## src/rtl/sig_check_pkg.sv

```systemverilog
// Shared types and constants for the LFSR self-check receiver.
package sig_check_pkg;

   localparam int unsigned LFSR_W = 64;
   localparam int unsigned DATA_W = 32;
   localparam int unsigned ERR_W  = 16;
   localparam int unsigned BEAT_W = 32;

   // Feedback taps of the x^64 + x^3 + x^1 style shift register.
   localparam int unsigned TAP_HI  = 63;
   localparam int unsigned TAP_MID = 2;
   localparam int unsigned TAP_LO  = 0;

   localparam logic [LFSR_W-1:0] DEF_SEED         = 64'h5aef0c8d_d70a4497;
   localparam logic [LFSR_W-1:0] DEF_EXPECTED_SUM = 64'hf9b3a500_0165ed38;
   localparam logic [DATA_W-1:0] DEF_OFFSET       = 32'd2;

   typedef enum logic [1:0] {
      S_IDLE  = 2'd0,
      S_WARM  = 2'd1,
      S_ACCUM = 2'd2,
      S_DONE  = 2'd3
   } state_e;

endpackage

```

## src/rtl/sig_check_lfsr_step.sv

```systemverilog
// One combinational LFSR advance with an optional injected term (MISR use).
module lfsr_step
   import sig_check_pkg::*;
(
   input  logic [LFSR_W-1:0] state_i,
   input  logic [LFSR_W-1:0] inject_i,
   output logic [LFSR_W-1:0] next_c_o
);

   // Shift left, feed back the tap XOR into bit 0, then fold in the injected word.
   assign next_c_o = {state_i[LFSR_W-2:0],
                      state_i[TAP_HI] ^ state_i[TAP_MID] ^ state_i[TAP_LO]} ^ inject_i;

endmodule

```

## src/rtl/sig_check.sv

```systemverilog
// Receive-side checker: predicts each beat from a local LFSR, counts
// mismatches, folds beats into a MISR signature and latches a verdict.
module sig_check
   import sig_check_pkg::*;
#(
   parameter logic [LFSR_W-1:0] SEED         = DEF_SEED,
   parameter logic [DATA_W-1:0] OFFSET       = DEF_OFFSET,
   parameter int unsigned       WARMUP       = 10,
   parameter int unsigned       LAST         = 99,
   parameter logic [LFSR_W-1:0] EXPECTED_SUM = DEF_EXPECTED_SUM
)(
   input  logic              clk,
   input  logic              reset_l,
   input  logic              in_valid,
   input  logic [DATA_W-1:0] in_data,
   output logic [BEAT_W-1:0] beat,
   output logic [LFSR_W-1:0] sum,
   output logic [ERR_W-1:0]  err_count,
   output logic              done,
   output logic              pass
);

   state_e              state_q, state_d;
   logic [LFSR_W-1:0]   crc_q, crc_d;
   logic [LFSR_W-1:0]   sum_q, sum_d;
   logic [BEAT_W-1:0]   beat_q, beat_d;
   logic [ERR_W-1:0]    err_q, err_d;
   logic                done_q, done_d;
   logic                pass_q, pass_d;

   logic [LFSR_W-1:0]   crc_step_c;
   logic [LFSR_W-1:0]   misr_step_c;
   logic [DATA_W-1:0]   exp_c;
   logic                accept_c;
   logic                mismatch_c;
   logic                is_last_c;
   logic                warm_end_c;
   logic                fold_c;

   lfsr_step u_crc_step (
      .state_i  (crc_q),
      .inject_i (LFSR_W'(0)),
      .next_c_o (crc_step_c)
   );

   lfsr_step u_misr_step (
      .state_i  (sum_q),
      .inject_i ({{(LFSR_W-DATA_W){1'b0}}, in_data}),
      .next_c_o (misr_step_c)
   );

   // Beat qualification and prediction compare.
   always_comb begin
      exp_c      = crc_q[DATA_W-1:0] + OFFSET;
      accept_c   = in_valid && (state_q != S_DONE);
      mismatch_c = (in_data != exp_c);
      is_last_c  = (beat_q == BEAT_W'(LAST));
      warm_end_c = ((beat_q + BEAT_W'(1)) >= BEAT_W'(WARMUP));
      fold_c     = ((state_q == S_ACCUM) || ((state_q == S_IDLE) && (WARMUP == 0)))
                   && !is_last_c;
   end

   // Next-state logic: FSM, counters, signature and verdict.
   always_comb begin
      state_d = state_q;
      crc_d   = crc_q;
      sum_d   = sum_q;
      beat_d  = beat_q;
      err_d   = err_q;
      done_d  = done_q;
      pass_d  = pass_q;

      if (accept_c) begin
         crc_d  = crc_step_c;
         beat_d = beat_q + BEAT_W'(1);
         if (mismatch_c && (err_q != {ERR_W{1'b1}})) begin
            err_d = err_q + ERR_W'(1);
         end
         if (fold_c) begin
            sum_d = misr_step_c;
         end

         case (state_q)
            S_IDLE, S_WARM, S_ACCUM: begin
               if (is_last_c) begin
                  state_d = S_DONE;
                  done_d  = 1'b1;
                  pass_d  = (sum_q == EXPECTED_SUM) && (err_d == '0);
               end else if (warm_end_c) begin
                  state_d = S_ACCUM;
               end else begin
                  state_d = S_WARM;
               end
            end
            default: state_d = state_q;
         endcase
      end
   end

   // State register with synchronous active-low reset.
   always_ff @(posedge clk) begin
      if (!reset_l) begin
         state_q <= S_IDLE;
         crc_q   <= SEED;
         sum_q   <= '0;
         beat_q  <= '0;
         err_q   <= '0;
         done_q  <= 1'b0;
         pass_q  <= 1'b0;
      end else begin
         state_q <= state_d;
         crc_q   <= crc_d;
         sum_q   <= sum_d;
         beat_q  <= beat_d;
         err_q   <= err_d;
         done_q  <= done_d;
         pass_q  <= pass_d;
      end
   end

   assign beat      = beat_q;
   assign sum       = sum_q;
   assign err_count = err_q;
   assign done      = done_q;
   assign pass      = pass_q;

endmodule

```

## config.mk

```make
export PLATFORM = sky130hd
export DESIGN_NAME = sig_check
export DESIGN_NICKNAME = d
export VERILOG_FILES = /design/src/rtl/sig_check_pkg.sv /design/src/rtl/sig_check_lfsr_step.sv /design/src/rtl/sig_check.sv
export SDC_FILE = /design/constraint.sdc
export NUM_CORES = 1
export LEC_CHECK = 0
export ABC_AREA = 1
export ABC_CLOCK_PERIOD_IN_PS = 2800
export CAP_MARGIN = 20
export CORE_MARGIN = 2
export CORE_UTILIZATION = 35
export CTS_BUF_LIST = sky130_fd_sc_hd__clkbuf_8
export CTS_CLUSTER_DIAMETER = 60
export DETAILED_ROUTE_END_ITERATION = 7
export REMOVE_ABC_BUFFERS = 1
export SETUP_SLACK_MARGIN = 0.02
export SYNTH_ARGS = -nofsm -noshare
export SYNTH_HDL_FRONTEND = slang
export SYNTH_HIERARCHICAL = 1
export SYNTH_SLANG_ARGS = --single-unit
```

## constraint.sdc

```tcl
create_clock -name clk -period 2.8 [get_ports clk]
set_input_delay 0.42 -clock clk [delete_from_list [all_inputs] [get_ports clk]]
set_output_delay 0.42 -clock clk [all_outputs]
set_load 0.1 [all_outputs]
```

==> reports/metrics.csv, run 1 <==
stage,metric,value,unit
global_routing,gr-total-overflow,0,
drt,wire_per_inst,12.9,µm
cells_and_area,nFillCells,3126,
critical_path,critPathRequiredTime,3.22,ns
placement,postPlaceCellArea,0.0136,mm²
clocking,cts_max_level,4,
timing,fin_crit,2.69,ns
cells_and_area,final_area,0.0144,mm²
cells_and_area,nets,2011,
drt,num_vias,11000,
floorplan,die-height,179,µm
yosys,synth_area,0.0108,mm²
critical_path,start_kind,flip-flop,
pwr,ir_drop,0.286,mV
yosys,yosys-top-cells-area,"dfxtp_1 33%, xor2_1 14%, nand2_1 12%",
yosys,syn_area_per_cell,6.61,µm²
cells_and_area,drive_gt1_share,19.2,%
clocking,clockRootBuffer,clkbuf_8,
floorplan,start_util,35.4,%
pwr,p_leak,0.00684,µW
floorplan,rows,64,
timing,fin_skew,0.0213,ns
yosys,synth_top_area_cell,dfxtp_1,
timing,maxSlewViolCount,0,
floorplan,die-area,0.0322,mm²
timing,finalSetupViolCount,0,
yosys,ys_seq_area_share,33.5,%
timing,worst_pin_slew,0.526,ns
placement,io_buffers,148,
placement,place_hpwl,21900,µm
clocking,cts_sinks,180,
drt,drt_iter0_drc,681,
run,maxCapViolations,0,
yosys,synth-simple-area-share,31.5,%
yosys,netlist.area_leader.share,33.5,%
yosys,synth_compound_area_share,11.3,%
yosys,ys_ff_latch,180,
status,status,finished clean,
cells_and_area,antennaDiodeCount,0,
floorplan,ios,149,
yosys,synth_cell_types,39,
global_routing,grt_pass1_wl,50600,µm
clocking,cts_buffer_depth,2,
global_routing,grt_max_degree,124,
pwr,total_power,6990,µW
clocking,cts_tree,done,
floorplan,coreArea,0.0304,mm²
cells_and_area,area_growth,33.8,%
drt,vias_per_cell,4.62,
yosys,netlist_instances,1629,
timing,fin_crit_sh,96.2,%
global_routing,gr-usage-all-layers,18.8,%
placement,dpl.cell_count,2342,
pwr,pwr_density_cell,485,mW/mm²
timing,max_slew_margin,64.6,%
placement,place_congestion,0.887,
yosys,synthAdderAreaFrac,0.465,%
floorplan,die_w,179,µm
global_routing,antenna_found_initial,0,
yosys,synth_mux_area_share,0,%
drt,drc,0,
critical_path,cp_max_fo,6,
timing,hold-worst-slack,0.378,ns
yosys,synth_warnings,6,
yosys,synth-async-reset-ratio,0,%
yosys,synth_top_family_by_area,simple AND/OR/NAND/NOR gates,
clocking,numCtsBuffers,17,
timing,fmax,0.371,GHz
clocking,clkLatencyLatePin,0.48,ns
critical_path,crit_type,flip-flop to flip-flop,
critical_path,end_kind,flip-flop,
yosys,synth_edf_count,0,
clocking,clk_pin_slew,0.10,ns
critical_path,worstPathArrival,3.11,ns
timing,finalHoldViolations,0,
timing,grt_setup_unrepaired,yes,
yosys,synth_flop_cell,dfxtp_1,
cells_and_area,fin_cells,2380,
worst_hold_path,hold_class,input pin to flip-flop,
global_routing,first_global_vias,10200,
yosys,yosys.area_share.xor_xnor,15.3,%
drt,routed_wl,30600,µm
drt,dr.pass1.iters,5,
clocking,holdBufCountCts,0,
drt,ant_nets,0,
==> cell families after synthesis <==
logic type | count (synthesis)
buffers and inverters | 227
other | 1
flip-flops | 180
adder cells (fa/ha/maj) | 4
AO/OA/AOI/OAI | 231
XOR/XNOR | 188
AND/OR/NAND/NOR | 798
==> path summary, 6_finish.rpt <==
path / start / end / slack [ns] / cells after the start
worst min-delay path: reset_l / crc_q[17] / 0.38 / 2
worst max-delay path: crc_q[2] / pass / 0.11 / 22
worst min register to register: done / done / 0.48 / 2
worst max register to register: crc_q[2] / pass / 0.11 / 22
==> Yosys cell counts (2+ instances only) <==
library cell,count
nor2_1,267
xor2_1,170
a21oi_1,63
inv_1,163
xnor2_1,18
buf_1,6
nand2_2,4
dfxtp_1,180
o211ai_1,11
nand3_2,2
or2_2,3
nor3_1,22
a31oi_1,5
o21ai_0,141
o21ai_1,3
nand2_1,337
clkbuf_1,50
nand3_1,97
nand4_1,23
clkinv_1,3
o21bai_1,5
inv_2,4
nor2_4,4
nor2_2,7
nor4_1,19
nand3b_1,6
ha_1,4
==> report_power, final <==
group | switching [µW] | leakage (µW) | internal [µW]
Sequential | 208 | 0.00149 | 2740
Combinational | 1480 | 0.00515 | 674
Clock | 1040 | 0.000199 | 851
Total | 2720 | 0.00684 | 4270
==> worst max-delay path: stages (launching register included) <==
cell	delay, ns
dfxtp_4	0.38
buf_6	0.10
nand3_2	0.09
nor2_1	0.13
buf_4	0.15
nand3_2	0.07
nor2_2	0.11
buf_4	0.13
nand2_1	0.05
nand2_1	0.05
nand2_1	0.09
a21oi_2	0.11
nand2_1	0.08
nor2_2	0.14
nand3_4	0.14
buf_6	0.17
nand3_2	0.07
nand2_2	0.06
nor2_2	0.13
nand3_1	0.11
nor2_1	0.11
nand2_1	0.07
a21oi_2	0.10
==> metal layers <==
layer	up-vias	GRT usage (%)	share of wire [%]
met5	-	0	0
met4	0	4.85	1.2
met3	29	3.00	3.7
met2	186	30.6	45
met1	5002	25.8	50
li1	5779	-	-
==> cell type report <==
class | count | area [µm²] | share of cell area [%]
clock inverters | 12 | 145 | 1.01
clock buffers | 19 | 262 | 1.82
flip-flops and latches | 180 | 3620 | 25.1
multi-input cells | 1319 | 6960 | 48.3
inverters | 170 | 638 | 4.43
well taps | 396 | 495 | 3.44
repair buffers | 284 | 2280 | 15.8
==> state kept, by name, indices dropped and copies added (netlist names) <==
register	count
beat	32
err_count	16
state_q	2
crc_q	64
pass	1
sum	64
done	1
==> placed cells by master, fill, tap and decap left out, drive strengths merged, types with 23 or more instances in the layout <==
master / count
nand2: 342
nor2: 279
buf: 251
dfxtp: 180
xor2: 170
inv: 170
o21ai: 145
nand3: 99
conb: 98
a21oi: 64
clkdlybuf4s50: 33
nand4: 23
==> through the flow <==
step / worst slack, ns / TNS, ns / util (%)
floorplan: -1.22 / -135.76 / -
global placement: -0.0920 / -0.0920 / 44.8
detailed placement: -0.158 / -0.191 / 44.8
CTS: 0.0236 / 0 / 46.2
global route: -0.143 / -0.183 / 47.3
finish: 0.106 / 0 / 47.3
==> timing repair <==
| action | 4_1_cts | 5_1_grt |
|---|---|---|
| setup endpoints to repair | 1 | 15 |
| setup buffers | 0 | 7 |
| pin swaps | 0 | 31 |
| resized for setup | 7 | 83 |
Power figures use the tool's default switching activity.
==> inputs of run 2 (changes only) <==
ABC_CLOCK_PERIOD_IN_PS = 2550   (was 2800)
MAX_ROUTING_LAYER = met4   (was not set)
clock period = 2.55 ns   (was 2.8 ns; I/O delays follow)
==> run 2 against run 1 <==
Compared with the run above: the flow now finishes with violations (negative setup slack); hold slack got worse by 0.13 ns; register-to-register slack got worse by 0.22 ns; first-iteration DRC count fell by 10%; critical endpoint unchanged; largest power group unchanged.
==> reports/metrics.csv, run 2 (synthesized netlist as in run 1, its figures left out) <==
stage,metric,value,unit,change
cells_and_area,antennaDiodeCount,0,,unchanged
clocking,clkLatencyLatePin,0.47,ns,about the same
critical_path,end_kind,flip-flop,,
drt,routed_wl,31400,µm,+2.6%
global_routing,antenna_found_initial,0,,unchanged
timing,fin_skew,0.0186,ns,-0.00268 ns
timing,fmax,0.375,GHz,+1.0%
worst_hold_path,hold_class,input pin to flip-flop,,
pwr,total_power,7830,µW,+12%
cells_and_area,area_growth,41.6,%,
worst_hold_path,holdCritStartpoint,reset_l,,
status,violations,negative setup slack,,
floorplan,die-area,0.0322,mm²,unchanged
global_routing,grt-busiest-layer,met2,,
drt,num_vias,11300,,+2.8%
global_routing,met1_usage,26.3,%,+0.51 points
pwr,p_leak,0.00731,µW,+6.9%
critical_path,critPathRequiredTime,2.96,ns,-0.26 ns
floorplan,die_w,179,µm,unchanged
placement,place_hpwl,22800,µm,+3.9%
floorplan,die-height,179,µm,unchanged
critical_path,worstPathArrival,3.07,ns,-0.04 ns
cells_and_area,multiInputGateArea,0.00719,mm²,+3.3%
cells_and_area,nFillCells,3039,,-2.8%
timing,fin_crit_sh,105,%,+8.4 points
cells_and_area,drive_gt1_share,23.8,%,+4.7 points
clocking,cts_buffer_depth,2,,unchanged
critical_path,cp_max_fo,8,,+2
floorplan,ios,149,,unchanged
timing,grt_setup_unrepaired,yes,,
global_routing,grt.met3_usage,2.55,%,-0.45 points
timing,setup_slack,-0.117,ns,-0.223 ns
clocking,clockRootBuffer,clkbuf_8,,
drt,ant_nets,0,,unchanged
cells_and_area,fin_cells,2455,,+3.2%
status,status,"complete, but fails checks",,
pwr,pwr_density_cell,513,mW/mm²,+5.8%
critical_path,worstSetupStartpoint,crc_q[1],,
timing,finalSetupViolCount,2,,+2
placement,dpl.cell_count,2409,,+2.9%
global_routing,grt_pass1_wl,52300,µm,+3.4%
drt,drt_iter0_drc,613,,-10%
critical_path,start_kind,flip-flop,,
global_routing,use_met2,32.3,%,+1.7 points
placement,io_buffers,148,,unchanged
global_routing,gr-usage-all-layers,19.8,%,+1.1 points
timing,maxSlewViolCount,0,,unchanged
cells_and_area,regArea,0.00363,mm²,+0.28%
critical_path,r2r-start,crc_q[1],,
pwr,ir_drop,0.328,mV,+15%
floorplan,coreArea,0.0304,mm²,unchanged
floorplan,start_util,35.4,%,unchanged
placement,place_congestion,0.921,,+3.8%
clocking,clk_pin_slew,0.10,ns,about the same
run,maxCapViolations,0,,unchanged
clocking,cts_tree,done,,
cells_and_area,nets,2085,,+3.7%
drt,wire_per_inst,12.8,µm,-0.51%
drt,vias_per_cell,4.60,,-0.37%
global_routing,gr-total-overflow,0,,unchanged
global_routing,grt_max_degree,88,,-29%
clocking,numCtsBuffers,17,,unchanged
floorplan,rows,64,,unchanged
global_routing,first_global_vias,10700,,+4.7%
timing,fin_crit,2.67,ns,-0.0268 ns
drt,dr.pass1.iters,5,,unchanged
critical_path,crit_type,flip-flop to flip-flop,,
clocking,cts_max_level,4,,unchanged
timing,finalHoldViolations,0,,unchanged
clocking,cts_sinks,180,,unchanged
cells_and_area,final_cell_mix,"311 x nand2_1, 311 x buf_4, 238 x nor2_1",,
drt,drc,0,,unchanged
-- run 2: cell types whose count changed in the layout (fill, tap and decap cells not counted), moves of 4 or more --
cell     previous run  this run
buf_6               4         8
nor2_4             12        21
o21ai_2             2         8
o21ai_0           139       131
nand2_4             3        11
nor3_1             20        16
nand2_1           321       311
inv_2               4         9
nor2_1            244       238
buf_4             243       311
-- run 2: layer usage --
metal,vias up,routed length (µm)
met4,0,286
li1,5908,-
met3,20,1130
met5,-,0
met2,188,14600
met1,5185,15300
-- run 2: what timing repair did --
action | 4_1_cts | 5_1_grt
setup buffers | 5 | 9
gates resized for setup | 58 | 108
cloned | 0 | 0
endpoints found under the setup margin | 15 | 19
hold buffers | 0 | 0
pin swaps | 28 | 47
-- run 2: critical path, cell delays in order, from the launching register on --
cell and delay [ns]:
dfxtp_4 0.37, buf_4 0.11, inv_1 0.06, nor2_4 0.20
nand3_4 0.13, nor2_4 0.20, nand2_2 0.10, xor2_2 0.17
nor2_1 0.15, nand3_1 0.15, nor2_4 0.17, nand2_4 0.12
nand3_2 0.09, nand2_2 0.09, nor2_4 0.12, nand3_2 0.07
nor2_2 0.10, nand2_1 0.07, a21oi_2 0.12
-- run 2: final timing paths --
| path | end | slack [ns] | depth (start not counted) |
|---|---|---|---|
| setup / recovery | pass | -0.12 | 18 |
| hold / removal | crc_q[28] | 0.25 | 2 |
| setup reg to reg | pass | -0.12 | 18 |
| hold reg to reg | state_q[1] | 0.48 | 2 |
-- run 2: stage by stage --
step	setup WS (ns)	area, µm²	util, %	TNS (ns)	hold slack [ns]
floorplan	-1.44	10900	-	-170.64	0.454
global placement	-0.361	14100	46.5	-1.53	0.464
detailed placement	-0.436	14100	46.5	-1.99	0.466
CTS	-0.0622	14800	48.6	-0.0622	0.215
global route	-0.343	15200	50.1	-1.22	0.224
finish	-0.117	15200	50.1	-0.120	0.246
-- run 2: report_power, final --
group / switching (µW) / internal, µW
sequential: 212 / 3010
combinational: 1690 / 813
clock: 1130 / 979
total: 3020 / 4810
-- run 2: cell type report --
cell class,count,share of cell area (%)
multi-input combinational,1319,47.2
sequential,180,23.8
timing repair buffer,358,18.9
inverter,170,4.18
tap,396,3.25
clock buffer,17,1.53
clock inverter,15,1.18
